File: config.mk
export PLATFORM = sky130hd
export DESIGN_NAME = div_seq_ctrl
export DESIGN_NICKNAME = d
export VERILOG_FILES = /design/src/rtl/div_seq_ctrl_pkg.sv /design/src/rtl/div_seq_ctrl_step.sv /design/src/rtl/div_seq_ctrl.sv
export SDC_FILE = /design/constraint.sdc
export NUM_CORES = 1
export LEC_CHECK = 0
export CORE_UTILIZATION = 64
export CTS_CLUSTER_DIAMETER = 60
export CTS_CLUSTER_SIZE = 24
export DETAILED_ROUTE_END_ITERATION = 7
export PLACE_DENSITY_LB_ADDON = 0.05
export SLEW_MARGIN = 0
export SYNTH_ARGS = -nofsm -noshare
export SYNTH_HDL_FRONTEND = slang
export SYNTH_SLANG_ARGS = --single-unit
export TNS_END_PERCENT = 1
File: constraint.sdc
create_clock -name clk -period 16.6 [get_ports clk]
set_input_delay 2.49 -clock clk [delete_from_list [all_inputs] [get_ports clk]]
set_output_delay 2.49 -clock clk [all_outputs]
set_load 0.02 [all_outputs]
File: src/rtl/div_seq_ctrl_pkg.sv
`default_nettype none
// ============================================================================
// Module   : div_seq_ctrl_pkg
// Purpose  : Shared state encoding and constants for the sequential divider.
// Revision : 1.0 - initial release
// ============================================================================
`ifndef DATA_BUS_WIDTH
`define DATA_BUS_WIDTH 32
`endif

package div_seq_ctrl_pkg;

    typedef enum logic [1:0] {
        S_IDLE = 2'd0,
        S_CALC = 2'd1,
        S_FIX  = 2'd2,
        S_DONE = 2'd3
    } state_t;

    localparam int DIV_ITER = `DATA_BUS_WIDTH;

    // Most negative signed operand; paired with -1 it overflows signed DIV.
    localparam logic [DIV_ITER-1:0] SIGNED_OVF = {1'b1, {(DIV_ITER-1){1'b0}}};

endpackage

`default_nettype wire

File: src/rtl/div_seq_ctrl_step.sv
`default_nettype none
// ============================================================================
// Module   : div_seq_ctrl_step
// Purpose  : One combinational radix-2 non-restoring iteration on {P,Q}.
// Revision : 1.0 - initial release
// ============================================================================
module div_seq_ctrl_step #(
    parameter int WIDTH = 32
) (
    input  logic [WIDTH:0]   p,
    input  logic [WIDTH-1:0] q,
    input  logic [WIDTH:0]   d,
    output logic [WIDTH:0]   p_next,
    output logic [WIDTH-1:0] q_next
);

    logic [WIDTH:0] w_p_sh;
    logic [WIDTH:0] w_sum;

    // Sign of the old remainder selects subtract (non-negative) or add back.
    assign w_p_sh = {p[WIDTH-1:0], q[WIDTH-1]};
    assign w_sum  = p[WIDTH] ? (w_p_sh + d) : (w_p_sh - d);

    assign p_next = w_sum;
    assign q_next = {q[WIDTH-2:0], ~w_sum[WIDTH]};

endmodule

`default_nettype wire

File: src/rtl/div_seq_ctrl.sv
`default_nettype none
// ============================================================================
// Module   : div_seq_ctrl
// Purpose  : Multi-cycle non-restoring divider controller with RISC-V
//            special-case and sign handling. Optional result cache: DIV_CACHE_EN.
// Revision : 1.0 - initial release
// ============================================================================
module div_seq_ctrl
    import div_seq_ctrl_pkg::*;
#(
    parameter int WIDTH = DIV_ITER,
    parameter int CNT_W = 6
) (
    input  logic             clk,
    input  logic             rst_n,
    input  logic             start,
    input  logic             flush,
    input  logic             is_signed,
    input  logic [WIDTH-1:0] dividend,
    input  logic [WIDTH-1:0] divisor,
    output logic             busy,
    output logic             done,
    output logic [WIDTH-1:0] quotient,
    output logic [WIDTH-1:0] remainder
);

    localparam logic [WIDTH-1:0] c_MIN_NEG = {1'b1, {(WIDTH-1){1'b0}}};

    state_t           r_state;
    logic [CNT_W-1:0] r_cnt;
    logic [WIDTH:0]   r_p;
    logic [WIDTH-1:0] r_q;
    logic [WIDTH:0]   r_d;
    logic             r_neg_q;
    logic             r_neg_r;

    logic             w_dvd_neg;
    logic             w_dvs_neg;
    logic [WIDTH-1:0] w_dvd_abs;
    logic [WIDTH-1:0] w_dvs_abs;
    logic             w_div_zero;
    logic             w_ovf;
    logic             w_special;
    logic [WIDTH-1:0] w_spec_q;
    logic [WIDTH-1:0] w_spec_r;
    logic             w_hit;
    logic [WIDTH:0]   w_p_next;
    logic [WIDTH-1:0] w_q_next;
    logic [WIDTH-1:0] w_rem_mag;
    logic [WIDTH-1:0] w_q_out;
    logic [WIDTH-1:0] w_r_out;

    assign w_dvd_neg  = is_signed & dividend[WIDTH-1];
    assign w_dvs_neg  = is_signed & divisor[WIDTH-1];
    // Negating the minimum value wraps back to itself, i.e. unsigned 2^(W-1).
    assign w_dvd_abs  = w_dvd_neg ? -dividend : dividend;
    assign w_dvs_abs  = w_dvs_neg ? -divisor  : divisor;

    assign w_div_zero = (divisor == '0);
    assign w_ovf      = is_signed && (dividend == c_MIN_NEG) && (divisor == '1);
    assign w_special  = w_div_zero | w_ovf;
    assign w_spec_q   = w_div_zero ? '1 : c_MIN_NEG;
    assign w_spec_r   = w_div_zero ? dividend : '0;

`ifdef DIV_CACHE_EN
    logic             r_c_valid;
    logic             r_c_signed;
    logic [WIDTH-1:0] r_c_dvd;
    logic [WIDTH-1:0] r_c_dvs;
    logic             r_op_signed;
    logic [WIDTH-1:0] r_op_dvd;
    logic [WIDTH-1:0] r_op_dvs;

    // Outputs still hold the cached request's results while valid is set.
    assign w_hit = r_c_valid && (r_c_signed == is_signed) &&
                   (r_c_dvd == dividend) && (r_c_dvs == divisor);
`else
    assign w_hit = 1'b0;
`endif

    div_seq_ctrl_step #(
        .WIDTH (WIDTH)
    ) u_step (
        .p      (r_p),
        .q      (r_q),
        .d      (r_d),
        .p_next (w_p_next),
        .q_next (w_q_next)
    );

    assign w_rem_mag = r_p[WIDTH] ? (r_p[WIDTH-1:0] + r_d[WIDTH-1:0]) : r_p[WIDTH-1:0];
    assign w_q_out   = r_neg_q ? -r_q : r_q;
    assign w_r_out   = r_neg_r ? -w_rem_mag : w_rem_mag;

    always_ff @(posedge clk) begin
        if (!rst_n) begin
            r_state   <= S_IDLE;
            busy      <= 1'b0;
            done      <= 1'b0;
            quotient  <= '0;
            remainder <= '0;
            r_cnt     <= '0;
            r_p       <= '0;
            r_q       <= '0;
            r_d       <= '0;
            r_neg_q   <= 1'b0;
            r_neg_r   <= 1'b0;
`ifdef DIV_CACHE_EN
            r_c_valid   <= 1'b0;
            r_c_signed  <= 1'b0;
            r_c_dvd     <= '0;
            r_c_dvs     <= '0;
            r_op_signed <= 1'b0;
            r_op_dvd    <= '0;
            r_op_dvs    <= '0;
`endif
        end else if (flush) begin
            r_state <= S_IDLE;
            busy    <= 1'b0;
            done    <= 1'b0;
`ifdef DIV_CACHE_EN
            r_c_valid <= 1'b0;
`endif
        end else begin
            case (r_state)
                S_IDLE: begin
                    done <= 1'b0;
                    if (start) begin
                        if (w_hit) begin
                            r_state <= S_DONE;
                            done    <= 1'b1;
                        end else if (w_special) begin
                            r_state   <= S_DONE;
                            done      <= 1'b1;
                            quotient  <= w_spec_q;
                            remainder <= w_spec_r;
`ifdef DIV_CACHE_EN
                            r_c_valid  <= 1'b1;
                            r_c_signed <= is_signed;
                            r_c_dvd    <= dividend;
                            r_c_dvs    <= divisor;
`endif
                        end else begin
                            r_state <= S_CALC;
                            busy    <= 1'b1;
                            r_cnt   <= '0;
                            r_p     <= '0;
                            r_q     <= w_dvd_abs;
                            r_d     <= {1'b0, w_dvs_abs};
                            r_neg_q <= w_dvd_neg ^ w_dvs_neg;
                            r_neg_r <= w_dvd_neg;
`ifdef DIV_CACHE_EN
                            r_op_signed <= is_signed;
                            r_op_dvd    <= dividend;
                            r_op_dvs    <= divisor;
`endif
                        end
                    end
                end
                S_CALC: begin
                    r_p   <= w_p_next;
                    r_q   <= w_q_next;
                    r_cnt <= r_cnt + CNT_W'(1);
                    if (r_cnt == CNT_W'(WIDTH-1)) begin
                        r_state <= S_FIX;
                    end
                end
                S_FIX: begin
                    quotient  <= w_q_out;
                    remainder <= w_r_out;
                    done      <= 1'b1;
                    busy      <= 1'b0;
                    r_state   <= S_DONE;
`ifdef DIV_CACHE_EN
                    r_c_valid  <= 1'b1;
                    r_c_signed <= r_op_signed;
                    r_c_dvd    <= r_op_dvd;
                    r_c_dvs    <= r_op_dvs;
`endif
                end
                S_DONE: begin
                    done    <= 1'b0;
                    r_state <= S_IDLE;
                end
                default: begin
                    r_state <= S_IDLE;
                end
            endcase
        end
    end

endmodule

`default_nettype wire
Word level (Yosys, flattened, before mapping)
Index checks and enable logic that the tools add are counted.

Register bits: 173. Bits of input ports: 69. Output and inout port bits: 66. Word-level logic and storage cells: 83.

Add/subtract/negate cells: 8. Equality and inequality tests: 10. Muxes and demuxes: 33. Bitwise operators: 8. Reductions and logical operators: 13.

Operators with widths (count): 32-bit 2-to-1 mux (12); 32-bit case mux with 2 select lines (3); 32-bit negator (4); 33-bit 2-to-1 mux (3); 33-bit case mux with 2 select lines (1); 32-bit equality test, second input constant (2); 33-bit by 32-bit adder with 33-bit output (1); 33-bit by 32-bit subtractor with 33-bit output (1); 32-bit adder (1); 32-bit logical NOT (1); 31-bit 2-to-1 mux (1); 6-bit 2-to-1 mux (2); 6-bit case mux with 2 select lines (1); 4-bit AND reduction (3); 2-bit inequality test, second input constant (4); 2-bit case mux with 4 select lines (1); 6-bit by 1-bit adder with 6-bit output, second input constant (1); 6-bit by 5-bit equality test with 1-bit output, second input constant (1); 2-bit 2-to-1 mux (3); 2-bit equality test, second input constant (2); 1-bit 2-to-1 mux (4); 1-bit NOT (4); 2-bit nonzero test (2); 1-bit case mux with 3 select lines (1); 11 further kinds (13).

Logic depth before layout (Yosys ltp)
Gate-level depths: netlist of run 1.

Depth in word-level cells: 7. Gate-level depth with buffers: 21. Gate-level depth less buffers: 19.

Cells and area by module
A second synthesis of run 1 with hierarchy kept.

Cells, all modules: 2075. Area, all modules: 15237.1 µm².

Modules (own cells, without submodules): div_seq_ctrl (instances 1, cells each 1650, area an instance 12300.5 µm², seq. area each 3463.3 µm²); div_seq_ctrl_step (instances 1, cells each 425, area an instance 2936.6 µm², seq. area each 0.0 µm²).

Least setup slack after synthesis of run 1
Ideal clock, no wire load.

Path type: register -> register. Start: register r_p[32]. End: register r_q[0]. Library setup time: 0.086 ns. Data arrival time: 5.623 ns. Data required time: 16.514 ns. Path slack: 10.891 ns. Stages on the path, launching flop included: 22. Path buffers: 7. Clock period less this slack: 5.709 ns. Cells stage by stage: dfxtp_1 -> buf_2 -> buf_1 -> clkbuf_1 -> clkbuf_1 -> buf_1 -> clkbuf_1 -> buf_1 -> nor2_1 -> xor2_1 -> ha_1 -> nor2b_1 -> o31ai_1 -> a21oi_1 -> o311a_1 -> o311a_1 -> a2111oi_0 -> o21ai_0 -> a221oi_1 -> xnor2_1 -> a21oi_1 -> a211oi_1.

Cells in the longest elaborated chain, start to end: 3.

Ends and longest elaborated chain: start, declared (line div_seq_ctrl.sv:31) `logic [WIDTH:0] r_p;`; start signal, assigned (line div_seq_ctrl.sv:161) `r_p <= w_p_next;`; 33-bit 2-to-1 mux (line div_seq_ctrl_step.sv:22) `assign w_sum = p[WIDTH] ? (w_p_sh + d) : (w_p_sh - d);`; 1-bit NOT (line div_seq_ctrl_step.sv:25) `assign q_next = {q[WIDTH-2:0], ~w_sum[WIDTH]};`; 32-bit case mux with 2 select lines (line div_seq_ctrl.sv:125) `case (r_state)`; end signal, assigned (line div_seq_ctrl.sv:148) `r_q <= w_dvd_abs;`; end signal, assigned (line div_seq_ctrl.sv:162) `r_q <= w_q_next;`; end, declared (line div_seq_ctrl.sv:32) `logic [WIDTH-1:0] r_q;`.

Every way passes these cells. A chain may end at the register's enable or synchronous reset.

Worst setup path in the final report of run 1
Start: input port divisor[14]. End: register r_p[26].

Cells in the longest elaborated chain, start to end: 5. Elaborated cells between the ends (all ways): 6. Those cells by class: 2 x eq/ne; 1 x bitwise; 3 x reduce/logical.

Ends and longest elaborated chain: start, declared (line div_seq_ctrl.sv:20) `input logic [WIDTH-1:0] divisor,`; 32-bit equality test (line div_seq_ctrl.sv:60) `assign w_ovf = is_signed && (dividend == c_MIN_NEG) && (divisor == '1);`; 1-bit logical AND (line div_seq_ctrl.sv:60); 1-bit bitwise OR (*) (line div_seq_ctrl.sv:61) `assign w_special = w_div_zero | w_ovf;`; 2-bit inequality test (no source line) (*); 4-bit AND reduction (no source line) (*).

Mark *: on every way between the ends. The rest lies on a longest branch, timed or not.

==> impl_metrics.py, run 1 <==
metrics = {
    "pwr": {
        "p_total_mw": 1.16,
        "max-vdd-ir-drop_v": 0.0000620,
        "p_leak_nw": 6.16,
        "power_density_mw_per_mm2": 72.8,
    },
    "global_route": {
        "grt_pass1_wl_um": 67300,
        "grt_pass1_vias": 13400,
        "grt_max_degree": 87,
        "overflow": 0,
        "grtUsageTotal": 0.374,
        "antenna_found_initial": 0,
    },
    "synthesis": {
        "synth-edff-count": 0,
        "synth_flop_cell": "dfxtp_1",
        "yosysMostFrequentCell": "nand2_1",
        "yosys.cell_types.count": 87,
        "syn_inst": 1892,
        "synth_warnings": 0,
        "seq_area_frac_synth": 0.248,
        "async_flop_share": 0,
        "ys_top_cells_by_area": "dfxtp_1 25%, a21oi_1 7.1%, ha_1 6.6%",
        "ys_ff_latch": 173,
        "netlist.area_leader.share": 0.248,
        "synthTopCellsByCount": "212 x nand2_1, 199 x a21oi_1, 195 x nor2_1",
        "syn_avg_cell_area_um2": 7.38,
        "syn_nets": 2037,
        "syn_area_mm2": 0.0140,
        "synth_top_area_cell": "dfxtp_1",
    },
    "sta": {
        "slew_headroom": 0.282,
        "fin_setup_tns_ps": 0,
        "hold_viol_final": 0,
        "fin_worst_hold_slack_ps": 489,
        "drv_slew": 0,
        "rsz0062_at_grt": "false",
        "tightestPinTransition_ps": 1070,
        "clock_skew_ps": 13.8,
        "fin_crit_ps": 6450,
        "timing.fmax_ghz": 0.155,
        "setup_viol": 0,
        "worst_slack_ps": 10150,
        "period_share": 0.389,
    },
    "clock_tree": {
        "clock_path_buffers": 2,
        "path_clk_slew_ps": 70,
        "post_cts_buffers": 0,
        "cts_tree": "done",
        "numClockSinks": 173,
        "cts-resized-gates": 0,
        "clkLatencyLatePin_ps": 440,
        "h-tree-depth": 4,
        "root_buffer": "clkbuf_16",
        "cts_hold_buf": 0,
        "numCtsBuffers": 17,
    },
    "detailed_routing": {
        "drc": 0,
        "wl_met2_um": 19200,
        "drt_iter0_markers": 1262,
        "avgViaCountPerCell": 6.57,
        "ant_nets": 0,
        "routedWlPerCell_um": 18.9,
        "wl_met3_um": 3730,
        "top_layer_used": "met4",
        "wl_um": 42300,
        "drt-met1-wl_um": 18000,
        "num_vias": 14700,
        "dr.pass1.iters": 5,
    },
    "finish": {
        "layout.cells.non_filler": 2234,
        "multi_input_area_mm2": 0.00997,
        "nets": 2091,
        "drive_above_1_share": 0.0460,
        "register_area_mm2": 0.00346,
        "nFillCells": 1707,
        "area_growth_pct": 14.3,
    },
    "critical_path": {
        "worstSetupPathType": "primary input to flop",
        "crit_path_end_kind": "flop",
        "start_kind": "primary input",
        "cp.arrival_ps": 6740,
        "cp-startpoint": "divisor[14]",
        "timing.rr.end": "r_q[0]",
        "reg2reg_slack_ps": 10610,
        "critical_path.max_stage_delay_ps": 780,
        "reg2reg_from": "r_d[2]",
        "cp.required_ps": 16890,
        "slowest_stage": "nor4_1",
        "critical_path_peak_fanout": 76,
        "ff2ff_path_depth": 19,
        "path_cells": "clkdlybuf4s50_1, nor4_1, nand4b_1, nor3_1, nand2_1, nor4_2, buf_4, a21oi_1, nand3_1, a21o_2, buf_4, nor2_1, a22oi_1, nor2_1",
    },
    "min_path": {
        "hp-class": "flop to flop",
        "whs_path_depth": 2,
        "hold_path_end": "quotient[6]",
        "hp-start": "quotient[6]",
    },
    "floorplan": {
        "ios": 135,
        "rows": 53,
        "dieArea_mm2": 0.0224,
        "design.core.area_mm2": 0.0212,
        "start_util": 0.658,
        "dieWidth_um": 150,
        "fp.dieH_um": 150,
    },
    "place": {
        "place_congestion": 0.960,
        "post-place-ws_ps": 9800,
        "dp.cells": 2202,
        "numPortBuffers": 134,
        "dpl.hpwl_um": 30500,
    },
    "job": {
        "drv_cap": 0,
    },
    "outcome": {
        "status": "finished, final reports clean",
    },
}
[routing by layer]
layer  vias to the layer above  GRT usage
li1                       7008          -
met2                       699      0.603
met1                      6863      0.485
met4                         0      0.158
met3                       117     0.0726
met5                         -          0
[worst max path at each step]
stage | end | slack (ps) | cells after the start
finish | r_p[26] | 10150 | 14
global route | r_p[22] | 9830 | 14
CTS | r_cnt[0] | 10230 | 14
detailed placement | r_cnt[0] | 9800 | 14
global placement | r_p[23] | 10010 | 14
floorplan | r_q[0] | 10890 | 21
[worst max-delay path, delay by kind of cell]
kind	cells	cell delay [ps]
AND/OR/NAND/NOR	8	2300
buffers and inverters	3	1440
AO/OA/AOI/OAI	3	500
[area by class of cell]
class | instances | area share
Antenna cell | 1 | 0.000157
Clock buffer | 18 | 0.0269
Clock inverter | 13 | 0.00988
Inverter | 36 | 0.00862
Multi-Input combinational cell | 1569 | 0.625
Sequential cell | 173 | 0.217
Tap cell | 275 | 0.0216
Timing Repair Buffer | 149 | 0.0911
[registers in the layout (all words and copies together) (netlist names)]
register,flops
quotient,32
r_cnt,6
r_state,2
r_q,32
done,1
r_p,33
r_neg_r,1
r_d,32
busy,1
r_neg_q,1
remainder,32
[through the flow]
stage / util / instance area (µm²)
floorplan: - / 14000
global placement: 0.724 / 15400
detailed placement: 0.724 / 15400
CTS: 0.752 / 16000
global route: 0.752 / 16000
finish: 0.752 / 16000
[where the power goes]
group          switching (mW)  total [mW]  internal, mW
combinational           0.177       0.296         0.120
sequential             0.0238       0.451         0.427
clock                   0.188       0.414         0.225
total                   0.389        1.16         0.773
[logic make-up (layout without fill, tap and decap cells)]
kind of cell / Yosys count / after routing / synth area share
and+or+nand+nor: 668 / 668 / 0.223
other: 0 / 1 / 0
muxes: 24 / 24 / 0.0184
xor gates and xnor gates: 189 / 189 / 0.120
DFF: 173 / 173 / 0.248
buffers and inverters: 150 / 216 / 0.0409
AOI/OAI and AO/OA: 612 / 612 / 0.281
adders and majority gates: 76 / 76 / 0.0692
[layout by cell type, fill, tap and decap left out, types with 7 or more instances in the layout]
cell type,Yosys,final
nor2_1,195,194
inv_1,33,33
clkdlybuf4s50_1,0,134
nand4_1,29,29
o211ai_1,10,10
ha_1,74,72
buf_4,0,15
nor4_1,13,12
clkbuf_16,0,17
mux2_2,9,9
a22oi_1,9,9
xnor2_1,93,93
a211oi_1,69,69
o21a_1,7,7
a21oi_1,199,198
dfxtp_1,173,172
nand3_1,50,50
o41ai_1,14,14
a221oi_1,18,18
a21o_1,36,35
mux2i_1,14,14
nand2_1,212,212
a31oi_1,18,18
or4_1,9,9
nor2b_1,12,12
o21ai_0,131,131
o31ai_1,26,26
nand2b_1,27,27
nor3_1,54,54
xor2_1,95,95
or3_1,17,17
and3_1,13,13
Power figures use the tool's default switching activity.
==> run 2, diff against run 1 <==
- CORE_UTILIZATION: 64 -> 53
- clock period: 16.6 -> 5.25 ns (I/O delays scaled with it)
==> run 2 against run 1 <==
Combinational power rose to 3.2 times the previous value. Design area rose by 2.2%. Via count down 3.8%.
==> impl_metrics.py, run 2 (synthesis results as in run 1) <==
metrics = {
    "outcome": {
        "status": "finished, final reports clean",
    },
    "sta": {
        "rsz0062_at_grt": "false",
        "tightestPinTransition_ps": 1060,
        "hold_viol_final": 0,
        "drv_slew": 0,
        "fin_worst_hold_slack_ps": 474,
        "setup_viol": 0,
        "slew_headroom": 0.291,
        "clock_skew_ps": 21.1,
        "period_share": 0.894,
        "timing.fmax_ghz": 0.213,
        "fin_setup_tns_ps": 0,
        "worst_slack_ps": 558,
        "fin_crit_ps": 4690,
    },
    "pwr": {
        "p_leak_nw": 6.31,
        "power_density_mw_per_mm2": 235,
        "p_total_mw": 3.84,
        "max-vdd-ir-drop_v": 0.000191,
    },
    "place": {
        "numPortBuffers": 134,
        "post-place-ws_ps": 259,
        "dpl.hpwl_um": 32100,
        "place_congestion": 0.956,
        "dpl_cell_area_mm2": 0.0156,
        "dp.cells": 2282,
    },
    "finish": {
        "top_register": "r_p",
        "drive_above_1_share": 0.0571,
        "layout_commonest_cell": "nand2_1",
        "largest_reg_flops": 33,
        "nets": 2111,
        "area_growth_pct": 16.8,
        "finish.utilization": 0.629,
        "fin_area_mm2": 0.0163,
        "final_cell_mix": "212 x nand2_1, 198 x a21oi_1, 194 x nor2_1",
        "layout.cells.non_filler": 2313,
        "antenna_cells": 0,
    },
    "critical_path": {
        "cp_num_buf_inv": 0,
        "cp.required_ps": 5550,
        "path_cells": "ha_1, fa_1, a211oi_2, o211ai_1, and2_1, xnor2_1, o2111ai_1, or4_1, or4_1, o31ai_1, xor2_1, a221oi_1, nor2_1",
        "critical-path-top-delay-family": "compound AO/OA/AOI/OAI gates",
        "worstSetupPathType": "flop to flop",
        "crit_top_cell": "or4_1",
        "cp.arrival_ps": 4990,
        "start_kind": "flop",
        "critical_path.max_stage_delay_ps": 630,
        "critical_path_peak_fanout": 7,
        "crit_path_end_kind": "flop",
        "slowest_stage": "or4_1",
    },
    "clock_tree": {
        "numCtsBuffers": 17,
        "cts_tree": "done",
        "numClockSinks": 173,
        "path_clk_slew_ps": 70,
        "root_buffer": "clkbuf_16",
        "clock_path_buffers": 2,
        "cts_hold_buf": 0,
        "h-tree-depth": 4,
        "clkLatencyLatePin_ps": 440,
    },
    "global_route": {
        "grt_pass1_wl_um": 66300,
        "grtUsageTotal": 0.310,
        "overflow": 0,
        "grt_pass1_vias": 12800,
        "grt_max_degree": 74,
        "antenna_found_initial": 0,
    },
    "detailed_routing": {
        "routedWlPerCell_um": 18.2,
        "dr.pass1.iters": 8,
        "num_vias": 14100,
        "drc": 0,
        "drt_iter0_markers": 1226,
        "wl_um": 42000,
        "avgViaCountPerCell": 6.11,
        "ant_nets": 0,
    },
    "floorplan": {
        "design.core.area_mm2": 0.0259,
        "rows": 59,
        "dieArea_mm2": 0.0270,
        "fp.dieH_um": 164,
        "dieWidth_um": 164,
        "ios": 135,
        "start_util": 0.539,
    },
    "job": {
        "drv_cap": 0,
    },
    "min_path": {
        "hp-class": "flop to flop",
    },
}
==> run 2: cell types whose count changed in the layout (fill, tap and decap cells not counted), moves of 3 or more <==
cell	change
buf_4	+17
clkinv_4	-4
bufinv_16	+3
buf_12	+3
==> run 2: path summary, 6_finish.rpt <==
check	from	endpoint	slack (ps)	depth (start not counted)
worst max-delay path	r_d[0]	remainder[20]	560	13
worst min-delay path	remainder[22]	remainder[22]	470	2
worst max register to register	r_d[0]	remainder[20]	560	13
worst min register to register	remainder[22]	remainder[22]	470	2
==> run 2: power by group <==
| part | switching [mW] | internal, mW | leakage [nW] | total [mW] |
|---|---|---|---|---|
| clock | 0.610 | 0.871 | 0.322 | 1.48 |
| sequential | 0.0702 | 1.35 | 1.40 | 1.42 |
| combinational | 0.541 | 0.394 | 4.58 | 0.935 |
| total | 1.22 | 2.62 | 6.31 | 3.84 |
==> run 2: repair_timing <==
| item | CTS | global route |
|---|---|---|
| hold endpoints to repair | 0 | 0 |
| gates resized for setup | 0 | 3 |
| setup endpoints to repair | 0 | 2 |
| buffers inserted | 0 | 0 |
==> run 2: layer usage <==
metal / routed length, µm / GRT usage / up-vias
met3: 2430 / 0.0409 / 58
li1: - / - / 7042
met2: 19900 / 0.531 / 460
met1: 18800 / 0.399 / 6573
met5: 0 / 0 / -
met4: 926 / 0.0997 / 0
==> run 2: layout make-up <==
type	count	area, µm²
Clock buffer	18	439
Tap cell	335	419
Fill cell	2391	9600
Timing Repair Buffer	169	1640
Inverter	36	138
Multi-Input combinational cell	1569	9980
Sequential cell	173	3460
Clock inverter	13	224
==> run 2: worst min-delay path, stage by stage (launching register included) <==
cell and delay (ps):
dfxtp_1 320, nand2_1 50, a31oi_1 60
